File: src/rtl/dm_arb_pkg.sv
// Shared definitions for the data-memory access arbiter.
//   state_t     : arbiter transaction phase (IDLE -> ACCESS -> RESP)
//   PORT_CPU    : id of the CPU load/store requester
//   PORT_DBG    : id of the debug/DMA loader requester
//   DEF_ADDR_W  : default word-address width (DM address[11:2])
//   DEF_DATA_W  : default data width
//   port_onehot : converts a 1-bit port id into a 2-bit one-hot grant vector
package dm_arb_pkg;

    typedef enum logic [1:0] {
        IDLE   = 2'd0,
        ACCESS = 2'd1,
        RESP   = 2'd2
    } state_t;

    localparam logic PORT_CPU = 1'b0;
    localparam logic PORT_DBG = 1'b1;

    localparam int DEF_ADDR_W = 10;
    localparam int DEF_DATA_W = 32;

    function automatic logic [1:0] port_onehot(input logic id);
        return id ? 2'b10 : 2'b01;
    endfunction

endpackage

File: src/rtl/rr_arb2.sv
// Two-way round-robin picker (purely combinational).
//   valid [1:0] in  : request lines, bit 0 = CPU port, bit 1 = debug port
//   ptr         in  : preferred port when both request
//   gnt   [1:0] out : one-hot grant, all zero when nobody requests
//   id          out : id of the winning port (PORT_CPU when nobody requests)
// The pointer itself lives in the parent so it only advances on a real grant.
module rr_arb2
    import dm_arb_pkg::*;
(
    input  logic [1:0] valid,
    input  logic       ptr,
    output logic [1:0] gnt,
    output logic       id
);

    always_comb begin
        id  = PORT_CPU;
        gnt = 2'b00;
        if (valid == 2'b11) begin
            id = ptr;
        end else if (valid[1]) begin
            id = PORT_DBG;
        end else begin
            id = PORT_CPU;
        end
        if (|valid) begin
            gnt = port_onehot(id);
        end
    end

endmodule

File: src/rtl/dm_access_arbiter.sv
// Shares the single-port data memory between the CPU load/store unit (port 0)
// and the debug/DMA loader (port 1). One transaction in flight, three cycles
// per transaction: grant in IDLE, memory access in ACCESS, response in RESP.
//   clk, rst_n                       : clock, synchronous active-low reset
//   reqN_valid/we/addr/wdata         : request command, held until reqN_ready
//   reqN_ready                       : combinational accept, only in IDLE
//   respN_valid                      : one-cycle completion pulse
//   respN_rdata                      : read data (holds last value otherwise)
//   dm_wr, dm_addr, dm_din           : registered controls to the DM
//   dm_dout                          : DM read data, one cycle after address
//   busy                             : high while a transaction is in flight
//   grant_id                         : owner of the current/last transaction
module dm_access_arbiter
    import dm_arb_pkg::*;
#(
    parameter int ADDR_W = DEF_ADDR_W,
    parameter int DATA_W = DEF_DATA_W
) (
    input  logic              clk,
    input  logic              rst_n,

    input  logic              req0_valid,
    input  logic              req0_we,
    input  logic [ADDR_W-1:0] req0_addr,
    input  logic [DATA_W-1:0] req0_wdata,
    output logic              req0_ready,
    output logic              resp0_valid,
    output logic [DATA_W-1:0] resp0_rdata,

    input  logic              req1_valid,
    input  logic              req1_we,
    input  logic [ADDR_W-1:0] req1_addr,
    input  logic [DATA_W-1:0] req1_wdata,
    output logic              req1_ready,
    output logic              resp1_valid,
    output logic [DATA_W-1:0] resp1_rdata,

    output logic              dm_wr,
    output logic [ADDR_W-1:0] dm_addr,
    output logic [DATA_W-1:0] dm_din,
    input  logic [DATA_W-1:0] dm_dout,

    output logic              busy,
    output logic              grant_id
);

    // Per-port views of the request/response ports, index = port id.
    logic [1:0]             req_valid;
    logic [1:0]             req_we;
    logic [1:0][ADDR_W-1:0] req_addr;
    logic [1:0][DATA_W-1:0] req_wdata;
    logic [1:0]             req_ready;
    logic [1:0][DATA_W-1:0] resp_rdata;

    assign req_valid = {req1_valid, req0_valid};
    assign req_we    = {req1_we, req0_we};
    assign req_addr  = {req1_addr, req0_addr};
    assign req_wdata = {req1_wdata, req0_wdata};

    // Transaction state
    state_t              state_reg;
    logic                rr_ptr_reg;
    logic                op_write_reg;   // kind of the in-flight transaction
    logic                grant_id_reg;
    logic                busy_reg;
    logic                dm_wr_reg;
    logic [ADDR_W-1:0]   dm_addr_reg;
    logic [DATA_W-1:0]   dm_din_reg;
    logic [1:0]          resp_valid_reg;

    // Arbitration
    logic [1:0] arb_gnt;
    logic       arb_id;

    rr_arb2 u_rr_arb2 (
        .valid (req_valid),
        .ptr   (rr_ptr_reg),
        .gnt   (arb_gnt),
        .id    (arb_id)
    );

    always_ff @(posedge clk) begin
        if (!rst_n) begin
            state_reg      <= IDLE;
            rr_ptr_reg     <= PORT_CPU;
            op_write_reg   <= 1'b0;
            grant_id_reg   <= PORT_CPU;
            busy_reg       <= 1'b0;
            dm_wr_reg      <= 1'b0;
            dm_addr_reg    <= '0;
            dm_din_reg     <= '0;
            resp_valid_reg <= 2'b00;
        end else begin
            resp_valid_reg <= 2'b00;
            case (state_reg)
                IDLE: begin
                    if (|arb_gnt) begin
                        dm_wr_reg    <= req_we[arb_id];
                        dm_addr_reg  <= req_addr[arb_id];
                        dm_din_reg   <= req_wdata[arb_id];
                        op_write_reg <= req_we[arb_id];
                        grant_id_reg <= arb_id;
                        rr_ptr_reg   <= ~arb_id;
                        busy_reg     <= 1'b1;
                        state_reg    <= ACCESS;
                    end
                end
                ACCESS: begin
                    // The DM commits the write / latches dout at this edge;
                    // the response is raised for the following cycle.
                    dm_wr_reg                    <= 1'b0;
                    resp_valid_reg[grant_id_reg] <= 1'b1;
                    state_reg                    <= RESP;
                end
                RESP: begin
                    busy_reg  <= 1'b0;
                    state_reg <= IDLE;
                end
                default: begin
                    dm_wr_reg <= 1'b0;
                    busy_reg  <= 1'b0;
                    state_reg <= IDLE;
                end
            endcase
        end
    end

    // Per-port ready and read-data path. During a read response the DM's own
    // output register already holds the data, so it is forwarded directly and
    // copied into the hold register so the value persists after the pulse.
    for (genvar gi = 0; gi < 2; gi++) begin : g_port
        logic [DATA_W-1:0] hold_reg;
        logic              rd_resp;

        assign rd_resp = resp_valid_reg[gi] && !op_write_reg;

        always_ff @(posedge clk) begin
            if (!rst_n) begin
                hold_reg <= '0;
            end else if (rd_resp) begin
                hold_reg <= dm_dout;
            end
        end

        assign req_ready[gi]  = rst_n && (state_reg == IDLE) && arb_gnt[gi];
        assign resp_rdata[gi] = rd_resp ? dm_dout : hold_reg;
    end

    assign req0_ready  = req_ready[0];
    assign req1_ready  = req_ready[1];
    assign resp0_valid = resp_valid_reg[0];
    assign resp1_valid = resp_valid_reg[1];
    assign resp0_rdata = resp_rdata[0];
    assign resp1_rdata = resp_rdata[1];

    assign dm_wr    = dm_wr_reg;
    assign dm_addr  = dm_addr_reg;
    assign dm_din   = dm_din_reg;
    assign busy     = busy_reg;
    assign grant_id = grant_id_reg;

endmodule

File: config.mk
export PLATFORM = sky130hd
export DESIGN_NAME = dm_access_arbiter
export DESIGN_NICKNAME = d
export VERILOG_FILES = /design/src/rtl/dm_arb_pkg.sv /design/src/rtl/rr_arb2.sv /design/src/rtl/dm_access_arbiter.sv
export SDC_FILE = /design/constraint.sdc
export NUM_CORES = 1
export LEC_CHECK = 0
export CORE_ASPECT_RATIO = 1.75
export CORE_MARGIN = 4
export CORE_UTILIZATION = 35
export DETAILED_ROUTE_END_ITERATION = 8
export PLACE_DENSITY = 0.81
export SYNTH_ARGS = -nofsm -noshare
export SYNTH_HDL_FRONTEND = slang
export SYNTH_SLANG_ARGS = --single-unit
File: constraint.sdc
create_clock -name clk -period 3 [get_ports clk]
set_clock_uncertainty 0.05 [all_clocks]
set_input_delay 0.9 -clock clk [delete_from_list [all_inputs] [get_ports clk]]
set_output_delay 0.9 -clock clk [all_outputs]
set_load 0.1 [all_outputs]
==> qor_table.md <==
| Item | Reported | Unit |
|---|---|---|
| Hold violation total from the final report | 0 | - |
| Cell Chain, Critical Path | clkdlybuf4s50_1, nand2b_1, and4_1, buf_12 | - |
| Total routed wirelength | 15.6 | mm |
| Number of antenna violations at the first check in global routing | 0 | - |
| Portion of the post-synthesis area used by sequential elements | 0.490 | - |
| Storage element area | 0.00230 | mm2 |
| Area taken by multi-input logic gates | 0.00220 | mm2 |
| Hold Path End | resp_valid_reg[0] | - |
| Routability congestion estimate | 0.819 | - |
| Average vias per placed instance | 5.25 | - |
| Antenna Violating Nets Remaining | 0 | - |
| Relative slew margins | 0.446 | - |
| Total die area | 0.0154 | mm2 |
| Share of synthesized cell area in and, or, nand and nor gates | 0.194 | - |
| Starting density of the core | 0.360 | - |
| Fraction of layout instances using a drive strength above 1 | 0.333 | - |
| Share of synthesized area spent on multiplexers | 0.153 | - |
| Post-synth EDFFs | 0 | - |
| Final net count | 795 | - |
| Relative contribution of the clock network to total power | 0.400 | - |
| Half-perimeter wire length of the detailed placement result | 12.1 | mm |
| Clock period minus worst slack | 2.91 | ns |
| Pin count of the biggest net entering global routing | 52 | - |
| Net count of the mapped netlist | 573 | - |
| Required time of the critical path | 2.05 | ns |
| Worst slack after detailed placement | -0.0861 | ns |
| Global routing usage summed across all routing layers | 0.200 | - |
| Share of flip-flops with an asynchronous set or reset after synthesis | 0 | - |
| Most frequent standard cell in the layout excluding fill and tap cells | sky130_fd_sc_hd__clkdlybuf4s50_1 | - |
| Fraction of the mapped netlist area in adder cells | 0 | - |
| Static Leakage | 3.43 | nW |
| Peak clock frequency supported by timing | 343 | MHz |
| Worst-case clock buffer depth | 2 | - |
| Maximum Capacitance Violations | 0 | - |
| I/O pins | 235 | - |
| Horizontal extent of the die | 95.6 | um |
| Die boundary height | 161 | um |
| Switching fraction of total power | 0.332 | - |
| Number of cells produced by synthesis | 451 | - |
| Number of slew-limit violations in the final report | 0 | - |
| Worst ir drop on vdd | 0.363 | mV |
| Yosys cell types | 33 | - |
| Diodes inserted | 0 | - |
| Initial DRT Pass Iterations | 4 | - |
| Depth of the worst register-to-register path | 3 | - |
| Max FFs per register | 64 | - |
| Complex-gate fraction of the synthesized area | 0.116 | - |
| Row count | 55 | - |
| Share of power burned in registers | 0.320 | - |
| Number of filler instances in the final layout | 1,012 | - |
| GR Overflow Total | 0 | - |
| P_int | 3.47 | mW |
| Run status | finished clean | - |
| Post-Syn Area per Cell | 10.4 | um2 |
| Fin crit share | 0.971 | - |
| Clock tree sinks | 115 | - |
| Register-to-register setup slack | 0.71 | ns |
| Worst min path class | flip-flop to flip-flop | - |
| Xor/xnor cell area share of the yosys netlist | 0 | - |
| Number of global-route vias before repair | 4,727 | - |
| Max stage delay cell, worst path | sky130_fd_sc_hd__clkdlybuf4s50_1 | - |
| Critical path capture point type | output port | - |
| Logic pwr share | 0.280 | - |
| Worst Min Path Start | grant_id | - |
| Gates resized, CTS repair | 1 | - |
| Critical path arrival | 1.96 | ns |
| Iteration-0 DRC Markers | 175 | - |
| Via count of the routed design | 4,494 | - |
| Number of buffers added for setup after CTS | 0 | - |
| Startpoint class of the critical path | primary input | - |
| Slew @ Worst Pin | 0.832 | ns |
| Final critical-path setup slack | 0.0876 | ns |
| First-pass GRT wire length | 23.6 | mm |
| Crit-path max cell delay | 0.48 | ns |
| Reg clk slew, reported paths | 0.05 | ns |
| End of the worst register-to-register path | dm_din[17] | - |
| Clock network latency to the later pin of the worst-skew pair | 0.40 | ns |
| Total setup violations reported at the end of the flow | 0 | - |
| CP max FO | 4 | - |
| Count of input and output buffers | 234 | - |
| Number of CTS-inserted buffers | 17 | - |
| Std-Cell Core Area | 0.0131 | mm2 |
| Psw | 1.73 | mW |
| Unrepaired setup endpoints after global routing | false | - |
| CTS H-tree lvls | 4 | - |
| Worst slack on hold paths | 0.437 | ns |
| Power density over cell area | 625 | mW/mm2 |
| Reg2reg start | state_reg[1] | - |
| Clock tree from TritonCTS | built | - |
| Combinational family with the most area after synthesis | simple AND/OR/NAND/NOR gates | - |
| Most frequent cells in the layout | sky130_fd_sc_hd__clkdlybuf4s50_1 (119), sky130_fd_sc_hd__dfxtp_1 (114), sky130_fd_sc_hd__buf_12 (66) | - |
| Post-DR wirelength/cell | 18.2 | um |
| Layout overhead on the synthesized area | 77.1 | % |
| Final routed DRC violation total | 0 | - |
| Master cell of the clock root buffer | sky130_fd_sc_hd__clkbuf_16 | - |
| Mapped Area | 0.00470 | mm2 |
| Synth Register Bits | 115 | - |
| Post-CTS Hold Buffers | 0 | - |
| Depth of the worst hold-timing path | 1 | - |
| Synth Flop Type | sky130_fd_sc_hd__dfxtp_1 | - |
| Count of yosys warnings during synthesis | 0 | - |
| Type of the setup path with the least slack | primary input to output port | - |
[through the flow]
step / util / cell area (um2) / cells / power [mW] / TNS [ns]
final: 0.637 / 8320 / 856 / 5.20 / 0
after global placement: 0.590 / 7710 / 825 / 3.13 / -0.0599
after floorplan: - / 4700 / 451 / 2.64 / 0
after global routing: 0.637 / 8320 / 856 / 5.38 / 0
after detailed placement: 0.590 / 7710 / 825 / 3.15 / -0.0861
after CTS: 0.637 / 8320 / 856 / 5.25 / 0
[how the worst max path moves through the flow]
stage | from | to | slack [ns] | cells past startpoint
2_1_floorplan | req1_valid | req0_ready | 0.1 | 3
3_3_place_gp | req1_valid | req0_ready | -0.06 | 4
3_5_place_dp | req1_valid | req0_ready | -0.09 | 4
4_1_cts | op_write_reg | resp0_rdata[23] | 0.1 | 4
5_1_grt | op_write_reg | resp0_rdata[18] | 0.05 | 4
6_report | req0_valid | req1_ready | 0.09 | 4
[power by group through the flow]
stage               Sequential (mW)  Clock [mW]  Combinational, mW
floorplan                      2.10           0              0.535
global placement               1.69           0               1.44
detailed placement             1.69           0               1.46
CTS                            1.66        2.13               1.46
global route                   1.67        2.21               1.50
finish                         1.66        2.08               1.46
[routing by layer]
metal / wire, um / part of all wire / GRT usage
met1: 5210 / 0.33 / 0.184
met2: 8560 / 0.55 / 0.376
met3: 1330 / 0.086 / 0.0694
met4: 504 / 0.032 / 0.0926
met5: 0 / 0 / 0
[synth_stat cells, drive strengths merged (2+ instances only)]
master / n / area share
o21ai: 26 / 0.028
clkbuf: 27 / 0.022
a221o: 17 / 0.036
nand3: 25 / 0.027
and3: 2 / 0.0027
and4: 18 / 0.034
nand2b: 3 / 0.0040
inv: 2 / 0.0016
a21o: 2 / 0.0032
dfxtp: 115 / 0.49
o21bai: 2 / 0.0032
buf: 18 / 0.023
nor2: 4 / 0.0032
and2: 65 / 0.087
a211oi: 2 / 0.0043
nand4: 25 / 0.033
mux2: 64 / 0.15
a31oi: 25 / 0.033
[kinds of logic (layout without fill, tap and decap cells)]
kind of cell / after synthesis / count (layout)
compound gates: 79 / 79
buf+inv: 47 / 281
flops: 115 / 115
mux: 64 / 64
simple gates: 146 / 146
[worst max-delay path: cells and delay by family]
kind | cells | cell delay (ns)
simple gates | 2 | 0.39
buf+inv | 2 | 0.68
[final cells by class]
type                            instances  area share
Timing Repair Buffer                  248       0.359
Inverter                                2    0.000902
Tap cell                              171      0.0257
Clock buffer                           18      0.0516
Clock inverter                         13      0.0224
Multi-Input combinational cell        289       0.264
Sequential cell                       115       0.277
Power figures use the tool's default switching activity.
